**src/rtl/bt_cmd_pkg.sv**
```systemverilog
// Shared types and constants for the Bluetooth command sequencer.
// Holds the FSM state encoding, the command descriptor and the fixed command tables.
package bt_cmd_pkg;

  localparam int unsigned START_W = 5;
  localparam int unsigned LEN_W   = 4;
  localparam int unsigned N_INIT  = 3;
  localparam int unsigned IDX_W   = 2;

  typedef enum logic [2:0] {
    PWR_WAIT,
    INIT_SEND,
    INIT_RESP,
    READY,
    BTN_SEND,
    BTN_RESP,
    FAIL
  } state_t;

  typedef struct packed {
    logic [START_W-1:0] start;
    logic [LEN_W-1:0]   len;
  } cmd_t;

  localparam cmd_t CMD_INIT0 = {5'h00, 4'd6};
  localparam cmd_t CMD_INIT1 = {5'h06, 4'd10};
  localparam cmd_t CMD_INIT2 = {5'h10, 4'd5};
  localparam cmd_t CMD_NEXT  = {5'h15, 4'd4};
  localparam cmd_t CMD_PREV  = {5'h19, 4'd4};

  // Counter width for a count range of n, never narrower than one bit
  function automatic int unsigned cnt_w(input int unsigned n);
    return (n > 1) ? $clog2(n) : 1;
  endfunction

  function automatic cmd_t init_cmd(input logic [IDX_W-1:0] idx);
    case (idx)
      IDX_W'(0): return CMD_INIT0;
      IDX_W'(1): return CMD_INIT1;
      default:   return CMD_INIT2;
    endcase
  endfunction

endpackage

```
**src/rtl/btn_edge.sv**
```systemverilog
// Button synchronizer: two-flop metastability guard plus falling-edge detect.
// Produces a one-cycle press pulse for an active-low push button.
module btn_edge (
  input  logic clk,
  input  logic rst_n,
  input  logic btn_n_i,
  output logic press_c_o
);

  logic s1_q, s2_q, s3_q;

  always_ff @(posedge clk or negedge rst_n) begin
    if (!rst_n) begin
      s1_q <= 1'b1;
      s2_q <= 1'b1;
      s3_q <= 1'b1;
    end else begin
      s1_q <= btn_n_i;
      s2_q <= s1_q;
      s3_q <= s2_q;
    end
  end

  assign press_c_o = s3_q & ~s2_q;

endmodule

```
**src/rtl/bt_cmd_seq.sv**
```systemverilog
// Command sequencer for the snd_cmd engine: power-up wait, init command list,
// then next/prev track commands, each with response timeout and bounded retry.
module bt_cmd_seq
  import bt_cmd_pkg::*;
#(
  parameter int unsigned INIT_WAIT    = 131072,
  parameter int unsigned RESP_TIMEOUT = 1048576,
  parameter int unsigned MAX_RETRY    = 2
) (
  input  logic               clk,
  input  logic               rst_n,
  input  logic               next_n,
  input  logic               prev_n,
  input  logic               resp_rcvd,
  output logic               send,
  output logic [START_W-1:0] cmd_start,
  output logic [LEN_W-1:0]   cmd_len,
  output logic               init_done,
  output logic               busy,
  output logic               err
);

  localparam int unsigned WAIT_W = cnt_w(INIT_WAIT);
  localparam int unsigned TMO_W  = cnt_w(RESP_TIMEOUT);
  localparam int unsigned RTY_W  = cnt_w(MAX_RETRY + 1);

  state_t             state_q, state_d;
  logic [WAIT_W-1:0]  wait_q, wait_d;
  logic [TMO_W-1:0]   tmo_q, tmo_d;
  logic [RTY_W-1:0]   rty_q, rty_d;
  logic [IDX_W-1:0]   idx_q, idx_d;
  logic               sel_q, sel_d;
  logic               nxt_q, nxt_d, prv_q, prv_d;
  logic               send_q, send_d;
  cmd_t               cmd_q, cmd_d;
  logic               init_done_q, init_done_d;
  logic               busy_q, busy_d;
  logic               err_q, err_d;
  logic               nxt_press_c, prv_press_c;
  logic               tmo_hit_c, rty_left_c;

  btn_edge u_next (.clk(clk), .rst_n(rst_n), .btn_n_i(next_n), .press_c_o(nxt_press_c));
  btn_edge u_prev (.clk(clk), .rst_n(rst_n), .btn_n_i(prev_n), .press_c_o(prv_press_c));

  assign tmo_hit_c  = (tmo_q == TMO_W'(RESP_TIMEOUT - 1));
  assign rty_left_c = (rty_q < RTY_W'(MAX_RETRY));

  always_ff @(posedge clk or negedge rst_n) begin
    if (!rst_n) begin
      state_q     <= PWR_WAIT;
      wait_q      <= '0;
      tmo_q       <= '0;
      rty_q       <= '0;
      idx_q       <= '0;
      sel_q       <= 1'b0;
      nxt_q       <= 1'b0;
      prv_q       <= 1'b0;
      send_q      <= 1'b0;
      cmd_q       <= '0;
      init_done_q <= 1'b0;
      busy_q      <= 1'b1;
      err_q       <= 1'b0;
    end else begin
      state_q     <= state_d;
      wait_q      <= wait_d;
      tmo_q       <= tmo_d;
      rty_q       <= rty_d;
      idx_q       <= idx_d;
      sel_q       <= sel_d;
      nxt_q       <= nxt_d;
      prv_q       <= prv_d;
      send_q      <= send_d;
      cmd_q       <= cmd_d;
      init_done_q <= init_done_d;
      busy_q      <= busy_d;
      err_q       <= err_d;
    end
  end

  always_comb begin
    state_d     = state_q;
    wait_d      = wait_q;
    tmo_d       = tmo_q;
    rty_d       = rty_q;
    idx_d       = idx_q;
    sel_d       = sel_q;
    nxt_d       = nxt_q;
    prv_d       = prv_q;
    send_d      = 1'b0;
    cmd_d       = cmd_q;
    init_done_d = init_done_q;
    err_d       = err_q;

    unique case (state_q)
      PWR_WAIT: begin
        if (wait_q == WAIT_W'(INIT_WAIT - 1)) begin
          idx_d   = '0;
          state_d = INIT_SEND;
        end else begin
          wait_d = wait_q + WAIT_W'(1);
        end
      end
      INIT_SEND: begin
        send_d  = 1'b1;
        cmd_d   = init_cmd(idx_q);
        tmo_d   = '0;
        state_d = INIT_RESP;
      end
      // A response in the timeout cycle takes precedence over a retry
      INIT_RESP: begin
        if (resp_rcvd) begin
          rty_d = '0;
          if (idx_q == IDX_W'(N_INIT - 1)) begin
            init_done_d = 1'b1;
            state_d     = READY;
          end else begin
            idx_d   = idx_q + IDX_W'(1);
            state_d = INIT_SEND;
          end
        end else if (tmo_hit_c) begin
          if (rty_left_c) begin
            rty_d   = rty_q + RTY_W'(1);
            state_d = INIT_SEND;
          end else begin
            err_d   = 1'b1;
            state_d = FAIL;
          end
        end else begin
          tmo_d = tmo_q + TMO_W'(1);
        end
      end
      READY: begin
        if (nxt_q) begin
          nxt_d   = 1'b0;
          sel_d   = 1'b0;
          state_d = BTN_SEND;
        end else if (prv_q) begin
          prv_d   = 1'b0;
          sel_d   = 1'b1;
          state_d = BTN_SEND;
        end
      end
      BTN_SEND: begin
        send_d  = 1'b1;
        cmd_d   = sel_q ? CMD_PREV : CMD_NEXT;
        tmo_d   = '0;
        state_d = BTN_RESP;
      end
      BTN_RESP: begin
        if (resp_rcvd) begin
          rty_d   = '0;
          state_d = READY;
        end else if (tmo_hit_c) begin
          if (rty_left_c) begin
            rty_d   = rty_q + RTY_W'(1);
            state_d = BTN_SEND;
          end else begin
            rty_d   = '0;
            err_d   = 1'b1;
            state_d = READY;
          end
        end else begin
          tmo_d = tmo_q + TMO_W'(1);
        end
      end
      FAIL: ;
      default: state_d = PWR_WAIT;
    endcase

    // A new press overrides the clear issued by READY in the same cycle
    if (nxt_press_c) nxt_d = 1'b1;
    if (prv_press_c) prv_d = 1'b1;

    busy_d = (state_d != READY) && (state_d != FAIL);
  end

  assign send      = send_q;
  assign cmd_start = cmd_q.start;
  assign cmd_len   = cmd_q.len;
  assign init_done = init_done_q;
  assign busy      = busy_q;
  assign err       = err_q;

endmodule

```
**config.mk**
```make
export PLATFORM = sky130hd
export DESIGN_NAME = bt_cmd_seq
export DESIGN_NICKNAME = d
export VERILOG_FILES = /design/src/rtl/bt_cmd_pkg.sv /design/src/rtl/btn_edge.sv /design/src/rtl/bt_cmd_seq.sv
export SDC_FILE = /design/constraint.sdc
export NUM_CORES = 1
export LEC_CHECK = 0
export CAP_MARGIN = 20
export CORE_MARGIN = 2
export CORE_UTILIZATION = 50
export DETAILED_ROUTE_END_ITERATION = 7
export HOLD_SLACK_MARGIN = 0.15
export PLACE_DENSITY = 0.69
export SYNTH_ARGS = -nofsm -noshare
export SYNTH_HDL_FRONTEND = slang
export SYNTH_SLANG_ARGS = --single-unit
```
**constraint.sdc**
```tcl
create_clock -name clk -period 3 [get_ports clk]
set_clock_uncertainty 0.2 [all_clocks]
set_input_delay 0.45 -clock clk [delete_from_list [all_inputs] [get_ports clk]]
set_output_delay 0.45 -clock clk [all_outputs]
set_load 0.01 [all_outputs]
```
==> results.toml, run 1 <==
[outcome]
outcome = "complete, no violations"

[synth]
synthTopCellsByArea = "dfrtp_1 (44%), dfstp_2 (5.6%), xnor2_1 (5.1%), nor2_1 (4.5%), nand2_1 (3.5%)"
synthDistinctLibCells = 57
synth_top_area_share_pct = 44.2
syn_area_um2 = 3280
async_flop_share_pct = 100
synthCells = 324
ys_seq_area_share_pct = 49.8
syn_avg_cell_area_um2 = 10.1
synth_edf_count = 0
synth_ff_type = "dfrtp_1"
synth_largest_area_cell = "dfrtp_1"
synth_warnings = 0
synth_nets = 338
ys_seq_elements = 65

[clock_network]
cts_max_path_buffers = 2
clock-sinks = 65
cts-root-buf = "clkbuf_8"
htreeDepth = 3
cts_tree = "built"
cts_buffers = 9
clk_pin_slew_ns = 0.07
clock_latency_ns = 0.35
cts_setup_buffers = 0
cts-resized-gates = 0

[power]
clkPwrFrac_pct = 23.0
p_int_mw = 1.86
pwr-share-seq_pct = 42.1
ir_drop_mv = 0.507
p_sw_share_pct = 37.1
p_sw_mw = 1.09
comb_power_share_pct = 34.9
p_leak_nw = 1.60
power.density_nw_per_um2 = 788

[sta]
fin_ws_ns = 0.406
rsz0062_at_grt = "no"
min_period_ns = 2.59
max_freq_mhz = 385
final_min_period_over_clock_period_pct = 86.5
relSlewSlack_pct = 54.0
finalMaxSlewViolations = 0
finalSetupViolCount = 0
tightestPinTransition_ns = 0.691
hold_viol_final = 0
setup_tns_ns = 0

[run]
drv_cap = 0

[hold_path]
hold_path.class = "flop to flop"

[placed_design]
preCtsSetupSlack_ns = 0.331
port_buffers = 17
gp_congestion = 0.848
placed_cells = 414
hpwl_mm = 4.27

[grt]
track_usage_pct = 18.4
grt_pass1_vias = 2253
grt_max_degree = 36
gr-total-overflow = 0
grt_pass1_wl_mm = 10.7
antenna_found_initial = 0

[die]
start_util_pct = 51.7
die_h_um = 85
core-area_um2 = 6350
num_rows = 29
die-area_um2 = 7230
ioPinCount = 18
die_w_um = 85

[worst_setup_path]
startpoint_type = "flop"
crit_type = "flop to flop"
cp-end-kind = "flop"
arrival_ns = 2.62
crit_required_ns = 3.03
crit_fanout = 12

[routing]
wl_per_cell_um = 14.1
drt-initial-drc-count = 110
vias = 2392
route.antenna.remaining_nets = 0
first_pass_iters = 4
drc = 0
drt_wl_total_mm = 6.07
viasPerCell = 5.55

[finish]
syn_to_final_growth_pct = 14.1
layout_common_cells = "dfrtp_1 (58), nor2_1 (39), nand2_1 (31)"
final_common_cell = "dfrtp_1"
fin_nets = 363
antenna_cells = 0
final_cells = 431
utilization_pct = 58.9
drive_gt1_share_pct = 14.7
-- kinds of logic (layout without fill, tap and decap cells) --
family                   after synthesis  count (layout)  synth area share, %
adder cells (fa/ha/maj)                9               9                 3.43
AO/OA/AOI/OAI                         64              64                 12.9
AND/OR/NAND/NOR                      124             124                 20.4
XOR/XNOR                              32              32                 8.54
buffers and inverters                 26              56                 3.55
flip-flops                            65              65                 49.8
multiplexers                           4               4                 1.33
-- worst max-delay path, stage by stage, from the launching register on --
cell     delay, ns
dfrtp_1       0.41
ha_1          0.20
nand3_2       0.19
or4_4         0.55
o21ai_2       0.45
buf_4         0.24
nor4_2        0.05
xnor2_1       0.15
nor2_1        0.05
-- cell usage after synthesis, types with 6 or more instances --
cell type and instances:
a21oi_1 13, and3_1 6, clkbuf_1 6, dfrtp_1 58
dfstp_2 7, ha_1 9, inv_1 13, nand2_1 31
nand3_1 13, nand4_1 11, nor2_1 39, o21ai_0 18
xnor2_1 19, xor2_1 13
-- worst paths after layout --
check / startpoint / end / slack [ns] / cells past startpoint
worst min register to register: u_prev.s1_q$_DFF_PN1_ / u_prev.s2_q$_DFF_PN1_ / 0.16 / 0
worst max-delay path: tmo_q[0]$_DFFE_PN0P_ / tmo_q[14]$_DFFE_PN0P_ / 0.41 / 8
min in group asynchronous: rst_n / cmd_start[4]$_DFFE_PN0P_ / 0.48 / 2
max in group asynchronous: rst_n / busy$_DFF_PN1_ / 1.44 / 3
worst min-delay path: u_prev.s1_q$_DFF_PN1_ / u_prev.s2_q$_DFF_PN1_ / 0.16 / 0
worst max register to register: tmo_q[0]$_DFFE_PN0P_ / tmo_q[14]$_DFFE_PN0P_ / 0.41 / 8
-- layout make-up --
class	instances	area, um^2
multi-input combinational	233	1530
timing repair buffer	26	248
clock inverter	6	43.8
sequential	65	1640
tap	77	96.3
fill	513	2610
clock buffer	10	138
inverter	14	52.6
-- per-stage QoR --
| stage | power, mW | hold slack [ns] | cell area (um^2) |
|---|---|---|---|
| 3_3_place_gp | 2.26 | 0.147 | 3550 |
| 2_1_floorplan | 1.93 | -0.0456 | 3280 |
| 4_1_cts | 2.97 | 0.159 | 3740 |
| 5_1_grt | 3.15 | 0.160 | 3740 |
| 6_report | 2.95 | 0.158 | 3740 |
| 3_5_place_dp | 2.29 | 0.149 | 3550 |
-- repair_timing --
| action | CTS | global route |
|---|---|---|
| hold buffers | 1 | 0 |
| hold endpoints to repair | 24 | 0 |
| setup endpoints to repair | 0 | 0 |
-- routing by layer --
layer	track usage [%]	routed length, um
met5	0	0
met4	7.07	89
met3	3.50	226
met2	25.8	2540
met1	28.2	3210
-- sequential cells by signal, summed over array words and instances (netlist names) --
name,cells
busy,1
u_prev.s1_q,1
cmd_start,5
tmo_q,20
u_next.s1_q,1
nxt_q,1
sel_q,1
u_prev.s2_q,1
wait_q,17
err,1
cmd_len,3
u_next.s2_q,1
send,1
u_next.s3_q,1
state_q,3
init_done,1
prv_q,1
rty_q,2
u_prev.s3_q,1
idx_q,2
-- power groups by stage --
| stage | logic (mW) | clock network, mW | registers, mW |
|---|---|---|---|
| 2_1_floorplan | 0.711 | 0 | 1.22 |
| 3_3_place_gp | 1.01 | 0 | 1.25 |
| 3_5_place_dp | 1.03 | 0 | 1.25 |
| 4_1_cts | 1.04 | 0.688 | 1.24 |
| 5_1_grt | 1.16 | 0.724 | 1.27 |
| 6_report | 1.03 | 0.677 | 1.24 |
Note: power is estimated with default switching activity, not from simulation.
==> run 2: changes to the inputs <==
--- a/config.mk
+++ b/config.mk
@@ -6,7 +6,7 @@
 export NUM_CORES = 1
 export LEC_CHECK = 0
 export CAP_MARGIN = 20
-export CORE_MARGIN = 2
+export CORE_MARGIN = 5
 export CORE_UTILIZATION = 50
 export DETAILED_ROUTE_END_ITERATION = 7
 export HOLD_SLACK_MARGIN = 0.15
==> run 2 against run 1 <==
  * Via count grew 0.54%
  * Fmax is 0.19% higher
  * Clock power shrank 3%
  * Sequential share of layout area is 0.059 points higher
  * Critical path type unchanged
  * Largest power group unchanged
==> results.toml, run 2 (synthesis results as in run 1) <==
[run]
drv_cap = 0

[routing]
wl_per_cell_um = 14.3
drt_wl_total_mm = 6.19
route.antenna.remaining_nets = 0
drt-initial-drc-count = 124
vias = 2405
drc = 0
viasPerCell = 5.55
first_pass_iters = 4

[worst_setup_path]
cpPeakStageDelay_ns = 0.55
arrival_ns = 2.60
r2r_setup_slack_ns = 0.41
rr_endpoint = "tmo_q[5]$_DFFE_PN0P_"
crit_fanout = 8
reg2reg_from = "tmo_q[0]$_DFFE_PN0P_"
cp_slowest_cell = "or4_4"
reg2reg_depth = 8
crit_type = "flop to flop"
startpoint_type = "flop"
cp-end-kind = "flop"
cp_cell_sequence = "ha_1, nand3_2, or4_4, o21ai_2, buf_4, a2111oi_0, a21oi_1, o21ai_0"
crit_required_ns = 3.01

[finish]
drive_gt1_share_pct = 14.6
final_cells = 433
syn_to_final_growth_pct = 13.9
antenna_cells = 0
final_common_cell = "dfrtp_1"
largest_reg_flops = 20
layout_common_cells = "dfrtp_1 (58), nor2_1 (39), nand2_1 (31)"
fin_nets = 365
top_register = "tmo_q"

[hold_path]
whs_endpoint = "u_prev.s2_q$_DFF_PN1_"
hold_depth = 0
hp-start = "u_prev.s1_q$_DFF_PN1_"
hold_path.class = "flop to flop"

[grt]
antenna_found_initial = 0
grt_max_degree = 66
grt_pass1_wl_mm = 10.6
grt_pass1_vias = 2244
gr-total-overflow = 0
track_usage_pct = 15.6

[sta]
max_freq_mhz = 386
finalSetupViolCount = 0
finalMaxSlewViolations = 0
hold_viol_final = 0
fin_ws_ns = 0.411
rsz0062_at_grt = "no"
setup_tns_ns = 0
tightestPinTransition_ns = 0.800
relSlewSlack_pct = 46.7
final_min_period_over_clock_period_pct = 86.3
min_period_ns = 2.59

[placed_design]
port_buffers = 17
hpwl_mm = 4.27
preCtsSetupSlack_ns = 0.362
placed_cells = 416
gp_congestion = 0.850

[clock_network]
cts_buffers = 9
cts-root-buf = "clkbuf_8"
cts_tree = "built"
cts_max_path_buffers = 2
cts-resized-gates = 0
clk_pin_slew_ns = 0.07
clock-sinks = 65
htreeDepth = 3
cts_setup_buffers = 0
cts-hold-fix-buffers = 1
clock_latency_ns = 0.34

[power]
p_leak_nw = 1.60
power.density_nw_per_um2 = 787
finalPower_mw = 2.94
ir_drop_mv = 0.536

[outcome]
outcome = "complete, no violations"

[die]
die_w_um = 91
ioPinCount = 18
die-area_um2 = 8280
die_h_um = 91
num_rows = 29
core-area_um2 = 6350
start_util_pct = 51.7
==> run 2: cell count changes in the layout (fill, tap and decap cells not counted), sizes merged <==
cell,before,now
clkinvlp,1,2
clkinv,6,3
clkbuf,10,12
buf,9,11
==> run 2: cell type report <==
type                    count  area, um^2
repair buffers             28         250
inverters                  14        52.6
well taps                  77        96.3
flip-flops and latches     65        1640
clock buffers              12         145
fillers                   560        2610
clock inverters             4        28.8
multi-input cells         233        1530
==> run 2: per-layer routing <==
layer	routed length [um]	vias to the layer above	global-route usage (%)	part of all wire (%)
li1	-	1187	-	-
met1	3110	1170	22.4	50
met2	2720	38	22.3	44
met3	275	10	4.46	4.4
met4	91	0	5.99	1.5
met5	0	-	0	0
==> run 2: how the worst max path moves through the flow <==
stage,startpoint,to,slack [ns],cells past startpoint
finish,tmo_q[0]$_DFFE_PN0P_,tmo_q[5]$_DFFE_PN0P_,0.41,8
global route,tmo_q[0]$_DFFE_PN0P_,tmo_q[7]$_DFFE_PN0P_,0.24,8
CTS,tmo_q[0]$_DFFE_PN0P_,tmo_q[5]$_DFFE_PN0P_,0.42,8
detailed placement,resp_rcvd,tmo_q[10]$_DFFE_PN0P_,0.36,7
global placement,resp_rcvd,tmo_q[10]$_DFFE_PN0P_,0.44,7
floorplan,wait_q[0]$_DFFE_PN0P_,wait_q[13]$_DFFE_PN0P_,0.69,10
==> run 2: critical path: cells and delay by family (launching register included) <==
family | cells | cell delay [ns]
simple gates | 2 | 0.74
compound gates | 4 | 0.67
flops | 1 | 0.40
buf+inv | 1 | 0.25
fa+ha+maj | 1 | 0.21
==> run 2: power by group <==
part,switching [mW],total (mW),internal [mW]
clock,0.335,0.658,0.323
sequential,0.175,1.23,1.06
combinational,0.568,1.05,0.480
==> run 2: stage by stage <==
stage | area [um^2] | utilization [%] | hold slack, ns
final | 3740 | 58.9 | 0.157
after global routing | 3740 | 58.9 | 0.160
after CTS | 3740 | 58.9 | 0.158
after detailed placement | 3550 | 56.0 | 0.148
after global placement | 3550 | 56.0 | 0.146
after floorplan | 3280 | - | -0.0456
